`src/rtl/switch_debounce.sv`:
```
// Switch debouncer for a 16-bit DIP-switch bank.
// Each raw pin goes through a two-flop synchronizer. A shared prescaler
// produces a sample tick every TICK_DIV cycles. On each tick, a per-bit
// counter measures how many consecutive samples disagree with the
// published level. After STABLE_TICKS disagreeing ticks the bit flips.
// When deben is low the synchronized level passes straight through.
// Every change to switch_o is reported with a one-cycle chg_pulse and a
// mask of the bits that changed on that edge.
module switch_debounce #(
    parameter int TICK_DIV     = 50000,
    parameter int STABLE_TICKS = 4
) (
    input  logic        debclk,
    input  logic        debrst,
    input  logic [15:0] switch_raw,
    input  logic        deben,
    output logic [15:0] switch_o,
    output logic        chg_pulse,
    output logic [15:0] chg_mask
);

    localparam int PW = (TICK_DIV > 1) ? $clog2(TICK_DIV) : 1;
    localparam logic [PW-1:0] PRE_LAST = PW'(TICK_DIV - 1);
    localparam logic [3:0]    CNT_LAST = 4'(STABLE_TICKS - 1);

    logic [15:0]   s1;
    logic [15:0]   s2;
    logic [PW-1:0] pre;
    logic          tick;
    logic [3:0]    cnt      [16];
    logic [3:0]    cnt_next [16];
    logic [15:0]   sw_next;
    logic [15:0]   diff;

    // Two-flop synchronizer for the asynchronous switch pins
    always_ff @(posedge debclk or negedge debrst) begin
        if (!debrst) begin
            s1 <= 16'h0000;
            s2 <= 16'h0000;
        end else begin
            s1 <= switch_raw;
            s2 <= s1;
        end
    end

    // Sample prescaler: free-running while debouncing, parked at 0 in bypass
    always_ff @(posedge debclk or negedge debrst) begin
        if (!debrst) begin
            pre <= '0;
        end else if (!deben) begin
            pre <= '0;
        end else if (pre == PRE_LAST) begin
            pre <= '0;
        end else begin
            pre <= pre + PW'(1);
        end
    end

    assign tick = deben && (pre == PRE_LAST);

    // Per-bit qualification: count disagreeing ticks, accept on the last one
    always_comb begin
        sw_next = switch_o;
        for (int i = 0; i < 16; i++) begin
            cnt_next[i] = cnt[i];
        end
        if (!deben) begin
            sw_next = s2;
            for (int i = 0; i < 16; i++) begin
                cnt_next[i] = 4'd0;
            end
        end else if (tick) begin
            for (int i = 0; i < 16; i++) begin
                if (s2[i] == switch_o[i]) begin
                    cnt_next[i] = 4'd0;
                end else if (cnt[i] == CNT_LAST) begin
                    sw_next[i]  = s2[i];
                    cnt_next[i] = 4'd0;
                end else begin
                    cnt_next[i] = cnt[i] + 4'd1;
                end
            end
        end
    end

    assign diff = switch_o ^ sw_next;

    // Qualification counters
    always_ff @(posedge debclk or negedge debrst) begin
        if (!debrst) begin
            for (int i = 0; i < 16; i++) begin
                cnt[i] <= 4'd0;
            end
        end else begin
            for (int i = 0; i < 16; i++) begin
                cnt[i] <= cnt_next[i];
            end
        end
    end

    // Published level plus change report registered on the same edge
    always_ff @(posedge debclk or negedge debrst) begin
        if (!debrst) begin
            switch_o  <= 16'h0000;
            chg_mask  <= 16'h0000;
            chg_pulse <= 1'b0;
        end else begin
            switch_o  <= sw_next;
            chg_mask  <= diff;
            chg_pulse <= |diff;
        end
    end

endmodule
```
`config.mk`:
```
export PLATFORM = sky130hd
export DESIGN_NAME = switch_debounce
export DESIGN_NICKNAME = d
export VERILOG_FILES = /design/src/rtl/switch_debounce.sv
export SDC_FILE = /design/constraint.sdc
export NUM_CORES = 1
export LEC_CHECK = 0
export CORE_ASPECT_RATIO = 0.75
export CORE_MARGIN = 2
export CORE_UTILIZATION = 45
export CTS_CLUSTER_SIZE = 16
export DETAILED_ROUTE_END_ITERATION = 8
export SLEW_MARGIN = 20
export SYNTH_ARGS = -nofsm -noshare
export SYNTH_HDL_FRONTEND = slang
export SYNTH_SLANG_ARGS = --single-unit
```
`constraint.sdc`:
```
create_clock -name debclk -period 2.2 [get_ports debclk]
set_input_delay 0.44 -clock debclk [delete_from_list [all_inputs] [get_ports debclk]]
set_output_delay 0.44 -clock debclk [all_outputs]
set_load 0.02 [all_outputs]
```
==> Word level (Yosys, flattened, before mapping) <==
Index checks and enable logic that the tools add are counted.
{ "word_totals": {"in_bits": 19, "out_inout_bits": 33, "register_bits": 145, "elab_cells": 146} }
{ "classes": {"addsub": 17, "n_mux": 70, "reduce_logical": 2, "bitwise": 1, "n_eq_ne": 34} }
{ "ops": {"columns": ["op", "n"], "rows": [
  ["two-way mux 4 bit", 32],
  ["two-way mux 64 bit", 2],
  ["adder 4 x 1 -> 4 bit (second input constant)", 16],
  ["== test 4 x 2 -> 1 bit (second input constant)", 16],
  ["two-way mux 16 bit", 4],
  ["two-way mux 1 bit", 32],
  ["adder 16 x 1 -> 16 bit (second input constant)", 1],
  ["== test 1 bit", 16],
  ["== test 16 bit (second input constant)", 1],
  ["OR reduction 16 bit", 1],
  ["XOR 16 bit", 1],
  ["!= test 2 x 1 -> 1 bit (second input constant)", 1],
  ["logical AND 1 bit", 1]
]} }

==> Longest topological paths before layout <==
Gate-level depths: netlist (run 1).
{ "logic_depth": {"depth_word": 7, "mapped_depth": 8, "mapped_depth_nobuf": 6} }

==> Worst setup path after synthesis (run 1) <==
OpenSTA, ideal clock, no wires.
{ "synth_path": {"kind": "register to register", "from": "register cnt[48] (netlist bit)", "to": "register chg_pulse", "path_stages_with_launch": 7, "path_slack_ps": 231, "t_arrival_ps": 1830, "required_ps": 2061, "period_less_slack_ps": 1969, "path_cell_list": "dfrtp_1 -> ha_1 -> or3b_2 -> nand2_1 -> a2111oi_2 -> a41oi_1 -> or4_1"} }
{ "synth_between": {"elab_chain_len": 7} }
{ "synth_rtl": {"columns": ["element", "line_no", "rtl"], "rows": [
  ["from (decl)", "30", "logic [3:0] cnt [16];"],
  ["from (signal, indexed assignment)", "96", "cnt[i] <= cnt_next[i];"],
  ["== test 4 x 2 -> 1 bit", "76", "end else if (cnt[i] == CNT_LAST) begin"],
  ["two-way mux 1 bit", "76", null],
  ["two-way mux 1 bit", "74", "if (s2[i] == switch_o[i]) begin"],
  ["two-way mux 16 bit", "72", "end else if (tick) begin"],
  ["two-way mux 16 bit", "67", "if (!deben) begin"],
  ["XOR 16 bit", "86", "assign diff = switch_o ^ sw_next;"],
  ["OR reduction 16 bit", "110", "chg_pulse <= |diff;"],
  ["to (signal assigned)", "110", null],
  ["to (decl)", "18", "output logic chg_pulse,"]
]} }
No other way between the ends.
A chain may end at the register's enable or synchronous reset.

==> Final worst setup path (run 1) <==
{ "layout_path": {"from": "register pre[0]", "to": "register chg_pulse"} }
{ "layout_between": {"elab_chain_len": 6} }
{ "layout_rtl": {"columns": ["element", "line_no", "rtl"], "rows": [
  ["from (decl)", "28", "logic [PW-1:0] pre;"],
  ["from (signal assigned)", "55", "pre <= pre + PW'(1);"],
  ["== test 16 bit", "59", "assign tick = deben && (pre == PRE_LAST);"],
  ["logical AND 1 bit", "59", null],
  ["two-way mux 16 bit", "72", null],
  ["two-way mux 16 bit", "67", null],
  ["XOR 16 bit", "86", null],
  ["OR reduction 16 bit", "110", null]
]} }
No other way between the ends.

==> flow_summary.toml, run 1 <==
[job]
cap_viol_max_count = 0

[logic_synthesis]
ys_async_sr_fraction_pct = 100
synth_top_cells_by_count = "145 x sky130_fd_sc_hd__dfrtp_1, 74 x sky130_fd_sc_hd__nand2_1, 40 x sky130_fd_sc_hd__nand3_1, 35 x sky130_fd_sc_hd__o21ai_0, 28 x sky130_fd_sc_hd__nor2_1"
synthesis.instances = 593
synth_largest_area_cell = "sky130_fd_sc_hd__dfrtp_1"
synth.yosys.seq_area_share_pct = 55.9
area_share_of_the_largest_cell_type_after_synthesis_pct = 55.9
most_area_consuming_cells_after_synthesis = "sky130_fd_sc_hd__dfrtp_1 56%, sky130_fd_sc_hd__nand2_1 4.3%, sky130_fd_sc_hd__ha_1 3.3%, sky130_fd_sc_hd__nand3_1 3.1%, sky130_fd_sc_hd__mux2_2 2.8%"
synthesis.yosys.warnings = 0
synth.most_common_cell = "sky130_fd_sc_hd__dfrtp_1"
synthesis.area_sq_mm = 0.00649
synth_fp_nets = 629
most_frequently_used_flop_master_after_synthesis = "sky130_fd_sc_hd__dfrtp_1"
syn_avg_cell_area_sq_um = 10.9
yosysUniqueCellTypes = 49
ys_seq_elements = 145
number_of_enable_flip_flop_cells_after_synthesis = 0

[grt]
grt_pass1_wl_um = 22900
grt_start_max_net_pins = 43
grt_usage_pct = 19.1
initial_antenna_violation_count = 0
grt_overflow_total = 0
first_global_vias = 4703

[sta]
setup_repair_after_global_routing_missed_its_margin = "true"
final_period_minus_worst_setup_slack_ps = 2150
slew_headroom_pct = 64.6
layout_worst_path_cycle_share_pct = 97.8
clock.fmax_ghz = 0.465
finalClockSkew_ps = 9.82
slew_violations = 0
final_critical_path_setup_slack_ps = 49.0
worst_slew_pin_slew_ps = 529
timing_hold_violations_final = 0
setup-violations-final = 0

[floorplan]
die_height_um = 108
die_width_um = 143
die_area_sq_mm = 0.0154
fp.coreArea_sq_mm = 0.0139
io-pin-count = 52
initial_core_util_pct = 46.7
core.rowCount = 37

[drt]
detail_route.drc_violations = 0
detailroute.via_count = 4680
finalWirelength_um = 13500
route.detailed.wl_per_inst_um = 15.7
antenna_left = 0
drt-pass1-iter-count = 4
detailed_route_iter0_violations = 235
viasPerCell = 5.44

[cells_and_area]
finalInstanceArea_sq_mm = 0.00799
num_antenna_cells = 0
drive_above_1_share_pct = 15.2
register_area_sq_mm = 0.00363
final.fill_count = 1169
nNetsFinal = 708
multi_input_area_sq_mm = 0.00271
syn_to_final_growth_pct = 23.1

[critical_path]
path_delay_family = "simple AND/OR/NAND/NOR gates"
critical_path.cell_chain = "ha_1, and3_1, nand4_1, buf_6, o21ai_0, o2bb2ai_1, or4_1"
critPathBufInv = 1
critPathCaptureType = "flop"
startpoint_type_of_the_worst_setup_path = "flop"
cpPeakStageDelay_ps = 510
worst_ep_arrival_time_ps = 2440
required_ps = 2490
critical_path.max_fanout = 9
worst-setup-path-type = "flop to flop"
cpMaxStageDelayCell = "sky130_fd_sc_hd__or4_1"

[clock_network]
clock_insertion_delay_worst_skew_ps = 420
cts_num_sinks = 145
cts_tree = "done"
cts.path.max_buffers = 2
inserted_clock_buffers = 17
root_buffer_cell = "sky130_fd_sc_hd__clkbuf_16"
cts.reportedPaths.clkPinSlew_ps = 60
clock_tree.htree_level_count = 4

[pwr]
irDropWorstVdd_v = 0.000601
power_per_cell_area_mw_per_mm2 = 779
power.leakage_nw = 3.58

[placement]
buffer_ports.inserted = 51
placed_cell_area_sq_mm = 0.00734
place.detailed.hpwl_um = 9010
place.gp.congestion = 0.790
dp_worst_setup_slack_ps = -20.7

[min_path]
hp-class = "flop to flop"

[outcome]
result_of_the_run = "finished, final reports clean"
## sequential cells by signal, indices dropped and copies added, names as in the netlist
register / cells
cnt: 64
chg_mask: 16
s1: 16
s2: 16
pre: 16
switch_o: 16
chg_pulse: 1
## cell families after synthesis
| kind of cell | count (synthesis) | synth area share (%) |
|---|---|---|
| compound gates | 115 | 12.2 |
| flops | 145 | 55.9 |
| buf+inv | 30 | 2.62 |
| xor+xnor | 28 | 3.78 |
| fa+ha+maj | 17 | 3.28 |
| mux | 16 | 2.78 |
| simple gates | 242 | 19.4 |
## routing by layer
metal | GRT usage (%) | up-vias | part of all wire (%)
met3 | 5.40 | 15 | 4.0
met1 | 27.2 | 2326 | 50
met4 | 5.37 | 0 | 1.0
met2 | 28.9 | 79 | 45
met5 | 0 | - | 0
li1 | - | 2260 | -
## layout by cell type, fill, tap and decap left out, types with 3 or more instances in the layout
cell,n
sky130_fd_sc_hd__nor2_1,28
sky130_fd_sc_hd__o31ai_1,5
sky130_fd_sc_hd__o21a_1,6
sky130_fd_sc_hd__and3_1,8
sky130_fd_sc_hd__dfrtp_1,145
sky130_fd_sc_hd__a21boi_0,22
sky130_fd_sc_hd__xor2_1,20
sky130_fd_sc_hd__nor2b_1,6
sky130_fd_sc_hd__inv_1,6
sky130_fd_sc_hd__ha_1,15
sky130_fd_sc_hd__a21o_1,9
sky130_fd_sc_hd__or3_1,3
sky130_fd_sc_hd__clkinvlp_4,4
sky130_fd_sc_hd__buf_4,24
sky130_fd_sc_hd__o22ai_1,5
sky130_fd_sc_hd__and2_1,18
sky130_fd_sc_hd__nor3_1,16
sky130_fd_sc_hd__clkbuf_16,17
sky130_fd_sc_hd__buf_12,4
sky130_fd_sc_hd__xnor2_1,8
sky130_fd_sc_hd__or3b_2,8
sky130_fd_sc_hd__o2bb2ai_1,3
sky130_fd_sc_hd__nand4_1,14
sky130_fd_sc_hd__a22oi_1,8
sky130_fd_sc_hd__nand3_1,40
sky130_fd_sc_hd__mux2_2,16
sky130_fd_sc_hd__a211o_1,11
sky130_fd_sc_hd__o21ai_0,33
sky130_fd_sc_hd__inv_6,5
sky130_fd_sc_hd__clkdlybuf4s50_1,49
sky130_fd_sc_hd__nor3b_1,13
sky130_fd_sc_hd__nand2_1,74
sky130_fd_sc_hd__buf_6,5
sky130_fd_sc_hd__a21oi_1,3
## worst paths after layout
| check | start | endpoint | slack, ps | cells after the start |
|---|---|---|---|---|
| max | pre[0] | chg_pulse | 50 | 7 |
| min | s1[13] | s2[13] | 350 | 0 |
| max reg2reg | pre[0] | chg_pulse | 50 | 7 |
| min reg2reg | s1[13] | s2[13] | 350 | 0 |
| max in group asynchronous | debrst | s1[10] | 1090 | 3 |
| min in group asynchronous | debrst | cnt[51] | 520 | 2 |
## per-stage QoR
step | utilization [%] | TNS [ps] | hold WS [ps] | instances | power (mW)
after floorplan | - | 0 | 144 | 593 | 3.11
after global placement | 52.9 | 0 | 332 | 825 | 3.41
after detailed placement | 52.9 | -20.7 | 335 | 825 | 3.41
after CTS | 57.1 | 0 | 349 | 858 | 6.28
after global routing | 57.5 | -198 | 359 | 860 | 6.47
final | 57.5 | 0 | 348 | 860 | 6.22
## power by group
| group | total [mW] | leakage (nW) | internal (mW) | switching (mW) |
|---|---|---|---|---|
| clock network | 2.86 | 0.274 | 1.68 | 1.18 |
| registers | 2.81 | 1.90 | 2.76 | 0.0543 |
| logic | 0.549 | 1.41 | 0.246 | 0.303 |
## cell type report
type	count	area share [%]
tap	175	2.74
clock buffer	18	5.37
inverter	6	0.282
timing repair buffer	84	10.3
clock inverter	14	1.91
sequential	145	45.4
multi-input combinational	418	34.0
## timing repair
| action | 4_1_cts | 5_1_grt |
|---|---|---|
| resized for setup | 0 | 12 |
| buffers inserted | 0 | 2 |
| gates cloned | 0 | 0 |
| endpoints found under the setup margin | 1 | 9 |
| endpoints found under the hold margin | 38 | 0 |
| pin swaps | 1 | 4 |
| hold buffers | 1 | 0 |
Note: power is estimated with default switching activity, not from simulation.
==> inputs of run 2 (changes only) <==
GPL_TIMING_DRIVEN = 0   (was unset)
SKIP_LAST_GASP = 1   (was unset)
==> flow_summary.toml, run 2 (same netlist as run 1, synthesis figures left out) <==
[outcome]
result_of_the_run = "finished with violations"
violations_in_the_final_reports = "setup timing"

[floorplan]
core.rowCount = 37
fp.coreArea_sq_mm = 0.0139
io-pin-count = 52
die_area_sq_mm = 0.0154
die_height_um = 108
die_width_um = 143
initial_core_util_pct = 46.7

[critical_path]
crit-reg2reg-launch = "cnt[48]"
required_ps = 2480
worst_ep_arrival_time_ps = 2510
timing.critical_path.from = "cnt[48]"
critical_path.max_fanout = 4
startpoint_type_of_the_worst_setup_path = "flop"
critPathCaptureType = "flop"
worst-setup-path-type = "flop to flop"

[clock_network]
clock_tree.htree_level_count = 4
cts.reportedPaths.clkPinSlew_ps = 60
root_buffer_cell = "sky130_fd_sc_hd__clkbuf_16"
cts_num_sinks = 145
cts.path.max_buffers = 2
clock_insertion_delay_worst_skew_ps = 420
inserted_clock_buffers = 17
cts_tree = "done"

[drt]
route.detailed.wl_per_inst_um = 16.9
drt-pass1-iter-count = 5
met1_length_um = 7250
antenna_left = 0
detailroute.via_count = 4733
met2WireLength_um = 6420
detailed_route_iter0_violations = 266
highest-signal-layer = "met4"
detail_route.drc_violations = 0
met3_length_um = 702
viasPerCell = 5.53
finalWirelength_um = 14500

[grt]
grt_start_max_net_pins = 77
first_global_vias = 4589
grt_overflow_total = 0
grt_usage_pct = 20.6
initial_antenna_violation_count = 0
grt_pass1_wl_um = 24100

[placement]
placed_cell_area_sq_mm = 0.00724
place.detailed.instances = 819
buffer_ports.inserted = 50
place.detailed.hpwl_um = 9630
place.gp.congestion = 0.802

[sta]
setup_tns_ps = -23.9
slew_violations = 0
finalClockSkew_ps = 9.02
worst_slew_pin_slew_ps = 756
layout_worst_path_cycle_share_pct = 101
final_period_minus_worst_setup_slack_ps = 2220
timing_hold_violations_final = 0
clock.fmax_ghz = 0.450
final_critical_path_setup_slack_ps = -23.9
setup-violations-final = 1
setup_repair_after_global_routing_missed_its_margin = "true"
slew_headroom_pct = 49.6

[cells_and_area]
finalInstanceArea_sq_mm = 0.00792
num_antenna_cells = 0
nNetsFinal = 704
post_layout_nonfiller_instances = 856
mostFrequentLayoutCell = "sky130_fd_sc_hd__dfrtp_1"
drive_above_1_share_pct = 14.1
multi_input_area_sq_mm = 0.00273
final_cell_mix = "145 x sky130_fd_sc_hd__dfrtp_1, 74 x sky130_fd_sc_hd__nand2_1, 49 x sky130_fd_sc_hd__clkdlybuf4s50_1, 40 x sky130_fd_sc_hd__nand3_1, 28 x sky130_fd_sc_hd__nor2_1"
final.fill_count = 1203
largest_reg_flops = 64
most_flops_register = "cnt"
final_util_pct = 57.0
syn_to_final_growth_pct = 22.1
register_area_sq_mm = 0.00363

[pwr]
power_per_cell_area_mw_per_mm2 = 780
report.power.total_mw = 6.18
irDropWorstVdd_v = 0.000643
power.leakage_nw = 3.54

[min_path]
hold_path.startpoint = "s1[11]"
hp-class = "flop to flop"

[job]
cap_viol_max_count = 0
## run 2: critical path: stages, from the launching register on
cell and delay [ps]:
sky130_fd_sc_hd__dfrtp_1 400, sky130_fd_sc_hd__ha_1 220, sky130_fd_sc_hd__or3b_2 220, sky130_fd_sc_hd__nand2_1 100
sky130_fd_sc_hd__a2111oi_4 500, sky130_fd_sc_hd__a41oi_2 180, sky130_fd_sc_hd__or4_4 460
## run 2: metal layers
layer / vias to the layer above / GRT usage, %
li1: 2275 / -
met1: 2354 / 29.6
met2: 93 / 31.1
met3: 11 / 5.27
met4: 0 / 6.29
met5: - / 0
## run 2: what timing repair did
item,4_1_cts,5_1_grt
resized for setup,8,26
buffers inserted,1,2
endpoints found under the setup margin,35,66
hold buffers,1,0
endpoints found under the hold margin,28,0
pin swaps,1,4
cloned,0,1
## run 2: worst paths after layout
path / endpoint / slack (ps) / depth (start not counted)
max: chg_pulse / -20 / 6
min: s2[11] / 350 / 0
max reg2reg: chg_pulse / -20 / 6
min reg2reg: s2[11] / 350 / 0
max in group asynchronous: cnt[57] / 850 / 3
min in group asynchronous: s2[2] / 590 / 2
## run 2: where the power goes
| group | internal, mW | switching [mW] |
|---|---|---|
| Clock | 1.70 | 1.12 |
| Sequential | 2.76 | 0.0528 |
| Combinational | 0.232 | 0.318 |
## run 2: cell type report
type                       instances  area share, %
multi-input combinational        418           34.5
timing repair buffer              56           7.23
clock buffer                      20           5.64
inverter                           6          0.284
tap                              175           2.76
clock inverter                    12           1.67
buffer                            24           2.15
sequential                       145           45.8
## run 2: per-stage QoR
stage	hold slack (ps)	worst slack [ps]
after detailed placement	336	-344
after global placement	333	-5180
after global routing	355	-115
after CTS	350	-226
after floorplan	144	231
final	349	-23.9
==> inputs of run 3 (changes only) <==
--- a/config.mk
+++ b/config.mk
@@ -13,2 +13,3 @@
 export GPL_TIMING_DRIVEN = 0
+export REMOVE_ABC_BUFFERS = 1
 export SKIP_LAST_GASP = 1
--- a/constraint.sdc
+++ b/constraint.sdc
@@ -3,2 +3,2 @@
 set_output_delay 0.44 -clock debclk [all_outputs]
-set_load 0.02 [all_outputs]
+set_load 0.05 [all_outputs]
==> flow_summary.toml, run 3 (same netlist as run 1, synthesis figures left out) <==
[outcome]
result_of_the_run = "finished with violations"
violations_in_the_final_reports = "hold timing"

[cells_and_area]
most_flops_register = "cnt"
final.fill_count = 1149
syn_to_final_growth_pct = 22.7
register_area_sq_mm = 0.00363
largest_reg_flops = 64
final_cell_mix = "145 x sky130_fd_sc_hd__dfrtp_1, 72 x sky130_fd_sc_hd__nand2_1, 49 x sky130_fd_sc_hd__clkdlybuf4s50_1, 40 x sky130_fd_sc_hd__nand3_1, 35 x sky130_fd_sc_hd__o21ai_0"
num_antenna_cells = 0
finalInstanceArea_sq_mm = 0.00796
drive_above_1_share_pct = 14.2
multi_input_area_sq_mm = 0.00276
mostFrequentLayoutCell = "sky130_fd_sc_hd__dfrtp_1"
nNetsFinal = 691
final_util_pct = 57.3

[grt]
grt_usage_pct = 17.7
grt_pass1_wl_um = 21400
grt_overflow_total = 0
first_global_vias = 4425
grt_start_max_net_pins = 79
initial_antenna_violation_count = 0

[critical_path]
worst_ep_arrival_time_ps = 2420
worst-setup-path-type = "flop to flop"
critical_path.cell_chain = "ha_2, or3b_4, a21boi_2, a2111oi_4, a41oi_2, or4_1"
regToRegSetupSlack_ps = 60
critPathCaptureType = "flop"
required_ps = 2490
cpPeakStageDelay_ps = 530
critical_path.max_fanout = 3
cpMaxStageDelayCell = "sky130_fd_sc_hd__or4_1"
startpoint_type_of_the_worst_setup_path = "flop"

[clock_network]
root_buffer_cell = "sky130_fd_sc_hd__clkbuf_16"
clock_insertion_delay_worst_skew_ps = 410
inserted_clock_buffers = 17
clock_tree.htree_level_count = 4
cts_num_sinks = 145
cts.reportedPaths.clkPinSlew_ps = 60
cts_tree = "done"
cts.path.max_buffers = 2

[sta]
setup-violations-final = 0
slew_violations = 0
finalClockSkew_ps = 9.04
clock.fmax_ghz = 0.468
timing_hold_violations_final = 14
whs_ps = -37.0
final_critical_path_setup_slack_ps = 62.9
worst_slew_pin_slew_ps = 610
slew_headroom_pct = 59.3
final_period_minus_worst_setup_slack_ps = 2140
layout_worst_path_cycle_share_pct = 97.1

[pwr]
power.combinational.fraction_pct = 10.1
power_frac_seq_pct = 43.8
irDropWorstVdd_v = 0.000490
power_per_cell_area_mw_per_mm2 = 805
switching_share_pct = 25.4
p_int_mw = 4.78
pwr-share-clk_pct = 46.1
switching_power_summed_over_all_nets_mw = 1.63
power.leakage_nw = 3.52

[drt]
antenna_left = 0
detail_route.drc_violations = 0
viasPerCell = 5.38
finalWirelength_um = 12800
route.detailed.wl_per_inst_um = 15.2
detailed_route_iter0_violations = 213
detailroute.via_count = 4535
drt-pass1-iter-count = 5

[floorplan]
die_area_sq_mm = 0.0154
io-pin-count = 52
die_width_um = 143
initial_core_util_pct = 46.7
die_height_um = 108
fp.coreArea_sq_mm = 0.0139
core.rowCount = 37

[placement]
place.detailed.hpwl_um = 8120
dp_worst_setup_slack_ps = -891
place.gp.congestion = 0.784
buffer_ports.inserted = 51
placed_cell_area_sq_mm = 0.00718

[job]
cap_viol_max_count = 0

[min_path]
hp-class = "primary input to async pin"
-- run 3: layer usage --
metal | up-vias | track usage, % | routed length, um
li1 | 2235 | - | -
met1 | 2214 | 25.0 | 6290
met2 | 81 | 27.0 | 5840
met3 | 5 | 4.07 | 573
met4 | 0 | 6.15 | 67
met5 | - | 0 | 0
-- run 3: final cells by class --
type                            count  area share (%)
Sequential cell                   145            45.6
Multi-Input combinational cell    419            34.6
Timing Repair Buffer               66            9.16
Clock buffer                       18            5.39
Tap cell                          175            2.75
Clock inverter                     14            2.25
Inverter                            6           0.283
-- run 3: final timing paths --
check | from | to | cells after the start
max | cnt[25] | chg_pulse | 6
min | debrst | s2[5] | 1
max reg2reg | cnt[25] | chg_pulse | 6
min reg2reg | s1[10] | s2[10] | 0
max in group asynchronous | debrst | cnt[63] | 2
min in group debclk | s1[10] | s2[10] | 0
-- run 3: metrics by stage --
stage	power, mW	setup TNS [ps]	instances
finish	6.41	0	843
global placement	3.49	-936020	795
detailed placement	3.50	-20820	801
floorplan	3.21	-40600	569
global route	6.66	-5.72	843
CTS	6.48	-125	835
-- run 3: power groups by stage --
stage,clock network [mW],logic [mW],registers [mW]
6_report,2.95,0.648,2.81
3_3_place_gp,0,0.634,2.86
2_1_floorplan,0,0.164,3.05
4_1_cts,3.02,0.649,2.81
3_5_place_dp,0,0.641,2.86
5_1_grt,3.14,0.703,2.82
-- run 3: what timing repair did --
item,CTS,global route
gates cloned,1,1
setup buffers,1,7
hold buffers,0,0
pin swaps,0,5
gates resized for setup,5,18
setup endpoints to repair,61,39
-- run 3: worst max-delay path, delay by kind of cell, from the launching register on --
kind / cells / cell delay (ps)
AND/OR/NAND/NOR: 2 / 780
AO/OA/AOI/OAI: 3 / 630
flip-flops: 1 / 400
adder cells (fa/ha/maj): 1 / 200
